[src/rtl/sim_step_ctrl.sv]
// -----------------------------------------------------------------------------
// sim_step_ctrl
// Simulation-step controller for the real-time turbine model. Advances the
// step index sim_time once every STEP_CYC cycles and pulses step_start at the
// first cycle of each step. It tracks the solver's step_done handshake, waits
// for late solvers and sets a sticky overrun flag when a deadline is missed.
//
// Parameters:
//   TIME_W    width of sim_time
//   STEP_CYC  clock cycles per nominal step (>= 4)
//   END_TIME  last step index executed before entering DONE
//
// Ports:
//   clk         system clock, rising edge
//   rst_n       asynchronous active-low reset
//   start       pulse: begin a run from sim_time = 0 (IDLE/DONE only)
//   stop        pulse: abort to IDLE, wins over start
//   pause       level: hold at the next step boundary while high
//   step_done   pulse from solver: current step finished
//   sim_time    index of the step currently executing
//   step_start  pulse on the first cycle of every step
//   running     high in RUN and WAIT
//   done        high in DONE
//   overrun     sticky deadline-miss flag, cleared by start
//   ovr_count   (SIM_STEP_OVRCNT_EN only) saturating count of steps that
//               entered WAIT, cleared by reset and start
//
// Optional feature macro: SIM_STEP_OVRCNT_EN
// -----------------------------------------------------------------------------
module sim_step_ctrl #(
    parameter int unsigned       TIME_W   = 32,
    parameter int unsigned       STEP_CYC = 100,
    parameter logic [TIME_W-1:0] END_TIME = {TIME_W{1'b1}}
) (
    input  logic              clk,
    input  logic              rst_n,
    input  logic              start,
    input  logic              stop,
    input  logic              pause,
    input  logic              step_done,
    output logic [TIME_W-1:0] sim_time,
    output logic              step_start,
    output logic              running,
    output logic              done,
    output logic              overrun
`ifdef SIM_STEP_OVRCNT_EN
    ,
    output logic [15:0]       ovr_count
`endif
);

    localparam int unsigned CNT_W = (STEP_CYC > 1) ? $clog2(STEP_CYC) : 1;
    localparam logic [CNT_W-1:0] LAST_CNT = CNT_W'(STEP_CYC - 1);

    localparam logic [2:0] S_IDLE  = 3'd0;
    localparam logic [2:0] S_RUN   = 3'd1;
    localparam logic [2:0] S_WAIT  = 3'd2;
    localparam logic [2:0] S_PAUSE = 3'd3;
    localparam logic [2:0] S_DONE  = 3'd4;

    logic [2:0]        state_q, state_d;
    logic [CNT_W-1:0]  cnt_q, cnt_d;
    logic              done_seen_q, done_seen_d;
    logic [TIME_W-1:0] sim_time_q, sim_time_d;
    logic              step_start_q, step_start_d;
    logic              running_q, running_d;
    logic              done_q, done_d;
    logic              overrun_q, overrun_d;
    logic              boundary;
    logic              next_step;
`ifdef SIM_STEP_OVRCNT_EN
    logic [15:0]       ovr_count_q, ovr_count_d;
`endif

    // State and output registers
    always_ff @(posedge clk or negedge rst_n) begin
        if (!rst_n) begin
            state_q      <= S_IDLE;
            cnt_q        <= '0;
            done_seen_q  <= 1'b0;
            sim_time_q   <= '0;
            step_start_q <= 1'b0;
            running_q    <= 1'b0;
            done_q       <= 1'b0;
            overrun_q    <= 1'b0;
`ifdef SIM_STEP_OVRCNT_EN
            ovr_count_q  <= '0;
`endif
        end else begin
            state_q      <= state_d;
            cnt_q        <= cnt_d;
            done_seen_q  <= done_seen_d;
            sim_time_q   <= sim_time_d;
            step_start_q <= step_start_d;
            running_q    <= running_d;
            done_q       <= done_d;
            overrun_q    <= overrun_d;
`ifdef SIM_STEP_OVRCNT_EN
            ovr_count_q  <= ovr_count_d;
`endif
        end
    end

    // Next-state and next-output logic
    always_comb begin
        state_d      = state_q;
        cnt_d        = cnt_q;
        done_seen_d  = done_seen_q;
        sim_time_d   = sim_time_q;
        step_start_d = 1'b0;
        overrun_d    = overrun_q;
        boundary     = 1'b0;
        next_step    = 1'b0;
`ifdef SIM_STEP_OVRCNT_EN
        ovr_count_d  = ovr_count_q;
`endif

        if (stop) begin
            // sim_time deliberately holds so downstream sees the last index
            state_d = S_IDLE;
        end else begin
            case (state_q)
                S_IDLE, S_DONE: begin
                    if (start) begin
                        state_d      = S_RUN;
                        sim_time_d   = '0;
                        cnt_d        = '0;
                        done_seen_d  = 1'b0;
                        overrun_d    = 1'b0;
                        step_start_d = 1'b1;
`ifdef SIM_STEP_OVRCNT_EN
                        ovr_count_d  = '0;
`endif
                    end
                end
                S_RUN: begin
                    if (step_done) begin
                        done_seen_d = 1'b1;
                    end
                    if (cnt_q == LAST_CNT) begin
                        // completion in the last cycle still meets the deadline
                        if (done_seen_q || step_done) begin
                            boundary = 1'b1;
                        end else begin
                            state_d   = S_WAIT;
                            overrun_d = 1'b1;
`ifdef SIM_STEP_OVRCNT_EN
                            if (ovr_count_q != 16'hFFFF) begin
                                ovr_count_d = ovr_count_q + 16'd1;
                            end
`endif
                        end
                    end else begin
                        cnt_d = cnt_q + CNT_W'(1);
                    end
                end
                S_WAIT: begin
                    if (step_done) begin
                        boundary = 1'b1;
                    end
                end
                S_PAUSE: begin
                    if (!pause) begin
                        state_d   = S_RUN;
                        next_step = 1'b1;
                    end
                end
                default: begin
                    state_d = S_IDLE;
                end
            endcase

            // Step boundary: END_TIME takes priority over pause
            if (boundary) begin
                cnt_d       = '0;
                done_seen_d = 1'b0;
                if (sim_time_q == END_TIME) begin
                    state_d = S_DONE;
                end else if (pause) begin
                    state_d = S_PAUSE;
                end else begin
                    state_d   = S_RUN;
                    next_step = 1'b1;
                end
            end

            if (next_step) begin
                sim_time_d   = sim_time_q + TIME_W'(1);
                cnt_d        = '0;
                done_seen_d  = 1'b0;
                step_start_d = 1'b1;
            end
        end

        running_d = (state_d == S_RUN) || (state_d == S_WAIT);
        done_d    = (state_d == S_DONE);
    end

    assign sim_time   = sim_time_q;
    assign step_start = step_start_q;
    assign running    = running_q;
    assign done       = done_q;
    assign overrun    = overrun_q;
`ifdef SIM_STEP_OVRCNT_EN
    assign ovr_count  = ovr_count_q;
`endif

endmodule

[config.mk]
export PLATFORM = sky130hd
export DESIGN_NAME = sim_step_ctrl
export DESIGN_NICKNAME = d
export VERILOG_FILES = /design/src/rtl/sim_step_ctrl.sv
export SDC_FILE = /design/constraint.sdc
export NUM_CORES = 1
export LEC_CHECK = 0
export CORE_UTILIZATION = 56
export CTS_BUF_LIST = sky130_fd_sc_hd__clkbuf_8
export CTS_CLUSTER_DIAMETER = 200
export DETAILED_ROUTE_END_ITERATION = 8
export PLACE_DENSITY_LB_ADDON = 0.15
export SLEW_MARGIN = 20
export SYNTH_ARGS = -nofsm -noshare
export SYNTH_HDL_FRONTEND = slang
export SYNTH_SLANG_ARGS = --single-unit
[constraint.sdc]
create_clock -name clk -period 2.4 [get_ports clk]
set_input_delay 0.72 -clock clk [delete_from_list [all_inputs] [get_ports clk]]
set_output_delay 0.72 -clock clk [all_outputs]
set_load 0.01 [all_outputs]
==> metrics.txt, run 1 <==
status completed; top cell type by total area after synthesis dfrtp_1; Primary FF master, synth dfrtp_1; Root Buffer clkbuf_8; core area about 0.0047 mm²; clock buffer depth 2; nets a little under 400; Max VDD drop 296.9 µV; CTS buffer count 5; clock sink count 47; FMAX 434.0 MHz; Final Hold Vio Count 0; I/O Buffers ~40; per-cell routed wire length between 15 and 20 µm; largest net degree at the start of global routing 48; sequential fraction of the synthesis area 43.14%; clk_skew 0.004560 ns; Die X roughly 72 µm; fin crit period between 2 and 2.5 ns; Top delay family on crit path simple AND/OR/NAND/NOR gates; Yosys Warn Count 0; I/O Pins 42; setup TNS 0 ns; worst-skew pair later-pin latency 0.30 ns; Hold Crit Class primary input to async pin; Yosys top cell area share between 40 and 50%; Starting Density about three fifths; area of the multi-input gates 0.001461 mm²; CP Capture Type register; final worst setup slack between 0.09 and 0.1 ns; CP Cell Sequence ha_2 -> and4bb_2 -> nand4bb_4 -> buf_4 -> a211oi_2 -> o2111ai_1 -> buf_4 -> or4_1 -> a21oi_2; Async S/R FF share, synth 100.0%; Netlist cell types just under 60; GP Congestion 0.8942; Total Die Area 0.005152 mm²; Critical Path Stages 9; register area ~0.0012 mm²; synthesized area 0.002726 mm²; hold_ws around 0.38 ns; Worst EP required about 2.6 ns; DP Wirelength 5033 µm; most frequent CP cell buf_4; gr usage total 28.58%; number of synthesized register bits 47; Commonest cells post-synth dfrtp_1, nand2_1, a21oi_1; Lkg Pwr 1.549 nW; max-slew violations 0; GR Overflow Total 0; CP max stage delay approximately 0.42 ns; Tcrit/Tclk final a little over nine tenths; vias in the first global route 2582; DP Area 0.003532 mm²; Clock transition at path regs roughly 0.080 ns; worst-path maximum fanout 9; cell area after layout ~0.0037 mm²; Antenna Cells 0; 1st-pass router iterations 4; first-pass GRT wire length 11660 µm; Worst Setup Start Kind register; most common cell in the netlist dfrtp_1; final WL roughly 6900 µm; DRC Markers 0; Mapped Nets approximately 310; Rows 25; routed vias roughly 2.7k; Die Ht 71.78 µm; Worst Tran Pin Value about 0.38 ns; number of flops mapped to enable cells by yosys 0; syn avg cell area slightly above 9 µm²; fillers approximately 320; CTS H-Tree Depth 2; critical path class register to register; Via density roughly 6.0; synthesis-to-finish area growth 35.89%; share of cells above drive strength 1 between 20% and 30%; Slowest cell on crit path or4_1; initial antenna violation count 0; Routed Antenna Nets 0; Max-Cap Viols 0; PwrDens between 400 and 500 mW/mm²; hold_buf cts 0; R2R depth 9; Setup WS pre-CTS -0.4309 ns; Slew Limit Headroom between 70% and 80%; # setup viols final 0; Iter 0 DRT Violations between 100 and 150; CTS tree yes; Synth area leaders dfrtp_1, a21oi_1, nand2_1; Mapped Cells about 300; Worst Path Buf+Inv 2; crit path DAT about 2.5 ns
-- worst reg2reg max path, stage by stage, from the launching register on --
cell       delay (ns)
dfrtp_1          0.39
ha_2             0.20
and4bb_2         0.28
nand4bb_4        0.15
buf_4            0.17
a211oi_2         0.20
o2111ai_1        0.12
buf_4            0.18
or4_1            0.42
a21oi_2          0.14
-- worst paths after layout --
check                               from            to  slack [ns]
worst max-delay path            cnt_q[0]  sim_time[26]         0.1
worst min-delay path               rst_n       running        0.38
worst max register to register  cnt_q[0]  sim_time[26]         0.1
worst min register to register  cnt_q[6]      cnt_q[6]        0.49
max in group asynchronous          rst_n      cnt_q[5]        1.79
min in group clk                cnt_q[6]      cnt_q[6]        0.49
-- cells by family (layout without fill, tap and decap cells) --
logic type      count (synthesis)  in the layout  share of synthesized area (%)
xor+xnor                        4              4                          1.285
buf+inv                        26            117                          4.405
simple gates                  129            129                          27.12
fa+ha+maj                       2              2                         0.9177
flops                          47             47                          43.14
mux                             1              1                         0.3672
compound gates                 90             90                          22.76
-- per-stage QoR --
stage / instances / utilization [%] / power, mW
floorplan: 299 / - / 0.9888
global placement: 432 / 75.28 / 1.099
detailed placement: 432 / 75.28 / 1.115
CTS: 440 / 77.84 / 1.713
global route: 444 / 78.96 / 1.802
finish: 444 / 78.96 / 1.726
-- state kept, by name, indices dropped and copies added, names as in the netlist --
name / count
sim_time: 32
overrun: 1
done_seen_q: 1
step_start: 1
state_q: 3
running: 1
cnt_q: 7
done: 1
-- repair_timing --
action                                  CTS  global route
pin swaps                                 0             1
cloned                                    0             0
resized for setup                         2             5
buffers inserted                          0             4
endpoints found under the setup margin   25             8
-- metal layers --
metal  wire length, µm  vias up  track usage [%]  part of all wire (%)
met5                 0        -                0                     0
met4                78        0            8.497                   1.1
met3               291        8            4.923                   4.2
met2              3478       60            50.31                    50
met1              3079     1308            36.02                    44
li1                  -     1302                -                     -
-- cell usage in the layout, fill, tap and decap left out, types with 3 or more instances in the layout --
master	Yosys	routed
nor3_1	4	3
a21oi_2	0	3
nor2_1	17	17
a31o_2	4	4
nand4_1	12	12
nand2b_1	5	5
nand2_1	35	35
inv_1	12	12
o31ai_1	6	6
buf_4	3	55
o21ai_0	10	10
o211ai_1	8	8
a21oi_1	30	27
nor4_1	4	4
clkdlybuf4s50_1	0	39
nand3_1	11	11
xnor2_1	3	3
o21a_1	6	6
nand3b_1	3	3
a31oi_1	4	4
clkbuf_8	0	6
or3_1	9	9
or4_1	11	10
dfrtp_1	47	47
-- cell type report --
class | instances | area share [%]
clock buffers | 6 | 2.229
clock inverters | 2 | 0.9456
multi-input cells | 226 | 39.45
repair buffers | 97 | 22.59
well taps | 54 | 1.824
inverters | 12 | 1.216
flip-flops and latches | 47 | 31.75
-- power breakdown --
group | switching, mW | internal, mW
logic | 0.130 | 0.141
clock network | 0.263 | 0.337
registers | 0.0306 | 0.825
Note: power is estimated with default switching activity, not from simulation.
==> run 2, diff against run 1 <==
--- a/config.mk
+++ b/config.mk
@@ -5,7 +5,7 @@
 export SDC_FILE = /design/constraint.sdc
 export NUM_CORES = 1
 export LEC_CHECK = 0
-export CORE_UTILIZATION = 56
+export CORE_UTILIZATION = 60
 export CTS_BUF_LIST = sky130_fd_sc_hd__clkbuf_8
 export CTS_CLUSTER_DIAMETER = 200
 export DETAILED_ROUTE_END_ITERATION = 8
==> constraint.sdc (replaced) <==
create_clock -name clk -period 2.8 [get_ports clk]
set_input_delay 0.84 -clock clk [delete_from_list [all_inputs] [get_ports clk]]
set_output_delay 0.84 -clock clk [all_outputs]
set_load 0.01 [all_outputs]
==> run 2 against run 1 <==
Net effect:
- sequential power is 14% lower
- final area down 7.4%
- setup slack better by 0.026 ns
- highest routed layer unchanged
- wire length decreased by 1.6%
==> metrics.txt, run 2 (same netlist as run 1, synthesis figures left out) <==
status completed; largest net degree at the start of global routing 48 (unchanged); area of the multi-input gates 0.001435 mm² (-1.8%); 1st-pass router iterations 4 (unchanged); Worst Setup Start Kind primary input; GR Overflow Total 0 (unchanged); routed vias 2590 (-3.3%); worst hold start cnt_q[6]; Routed Antenna Nets 0 (unchanged); Final Hold Vio Count 0 (unchanged); DP Cell Count 405 (-6.3%); max-slew violations 0 (unchanged); GP Congestion 0.8612 (-3.7%); Via density 6.286 (+4.2%); overall power 1.332 mW (-23%); critical path class primary input to register; Lkg Pwr 1.387 nW (-10%); max reg flops 32 (unchanged); crit path DAT 2.91 ns (+0.37 ns); Rows 24 (-4.0%); nets 368 (-7.3%); hold_ws 0.5132 ns (+0.1318 ns); Starting Density 62.61% (+4.5 points); Total Die Area 0.004818 mm² (-6.5%); register area 0.001176 mm² (unchanged); worst flop-to-flop path startpoint cnt_q[0]; CTS tree yes; vias in the first global route 2553 (-1.1%); clock sink count 47 (unchanged); Cell Count, Final, Fillers Out 412 (-7.2%); CP Capture Type register; DP Wirelength 4804 µm (-4.6%); Critical Path Start step_done; worst-path maximum fanout 13 (+4); fin crit period ~2.7 ns; initial antenna violation count 0 (unchanged); Worst EP required 3.03 ns (+0.39 ns); Max VDD drop 260.7 µV (-12%); synthesis-to-finish area growth 25.79%; first-pass GRT wire length 11740 µm (+0.64%); CTS H-Tree Depth 2 (unchanged); Tcrit/Tclk final between 90% and 100%; per-cell routed wire length 16.55 µm (+6.1%); Iter 0 DRT Violations 204 (+50%); FMAX 373.4 MHz; unrepaired setup endpoints after global routing no; gr usage total 30.30% (+1.7 points); Die Ht 69.41 µm (-3.3%); PwrDens 388.5 mW/mm² (-17%); Clock transition at path regs 0.09 ns (about the same); Root Buffer clkbuf_8; commonest non-fill, non-tap cells in the layout dfrtp_1, clkdlybuf4s50_1, nand2_1, a21oi_1, buf_4; Die X 69.41 µm (-3.3%); clock buffer depth 2 (unchanged); worst-skew pair later-pin latency 0.30 ns (about the same); # setup viols final 0 (unchanged); Antenna Cells 0 (unchanged); I/O Buffers 41 (unchanged); fillers 302 (-6.8%); I/O Pins 42 (unchanged); Worst Tran Pin Value 0.6447 ns (+0.2612 ns); share of cells above drive strength 1 15.28% (-7.8 points); Hold Crit Class register to register; Setup WS pre-CTS -0.1798 ns (+0.2511 ns); clk_skew 0.009202 ns (+0.004642 ns); final worst setup slack 0.1219 ns (+0.02613 ns); DRC Markers 0 (unchanged); Max-Cap Viols 0 (unchanged); CTS buffer count 5 (unchanged); Core Util, Final 78.76% (-0.20 points); commonest non-fill, non-tap cell in the layout dfrtp_1; final WL 6819 µm (-1.6%); Slew Limit Headroom 56.69% (-18 points); core area 0.004354 mm² (-7.2%)
==> run 2: what timing repair did <==
action,CTS,global route
hold buffers,0,0
gates resized for setup,0,1
setup endpoints to repair,0,1
buffers inserted,0,0
==> run 2: per-layer routing <==
layer / vias up / global-route usage, % / part of all wire, %
li1: 1255 / - / -
met1: 1257 / 39.23 / 44
met2: 68 / 50.38 / 50
met3: 10 / 4.942 / 4.0
met4: 0 / 12.93 / 1.5
met5: - / 0 / 0
==> run 2: power by group <==
group          internal [mW]  total, mW  switching, mW
combinational         0.0790      0.175         0.0959
sequential             0.707      0.737         0.0307
clock                  0.194      0.420          0.226
==> run 2: per-stage QoR <==
stage	TNS, ns	instance area (µm²)
6_report	0	3430
5_1_grt	0	3430
4_1_cts	0	3430
3_5_place_dp	-1.729	3342
3_3_place_gp	-0.4873	3342
2_1_floorplan	0	2726
==> run 2: path summary, 6_finish.rpt <==
kind,end,slack (ns),depth (start not counted)
worst min register to register,cnt_q[6],0.51,1
max in group asynchronous,sim_time[31],1.77,2
worst max-delay path,sim_time[23],0.12,7
min in group asynchronous,cnt_q[1],0.63,2
worst max register to register,sim_time[23],0.36,7
worst min-delay path,cnt_q[6],0.51,1
==> run 2: worst max-delay path, cell delays in order <==
cell and delay (ns):
clkdlybuf4s50_1 0.50, nor2_1 0.07, nand4bb_4 0.23, a21oi_1 0.26
o211ai_2 0.31, or4_1 0.55, a21oi_1 0.15
==> run 2: cell type report <==
cell class,instances,area share (%)
clock buffer,6,2.408
clock inverter,1,0.1459
inverter,12,1.313
multi-input combinational,226,41.85
sequential,47,34.29
tap,52,1.897
timing repair buffer,68,18.10
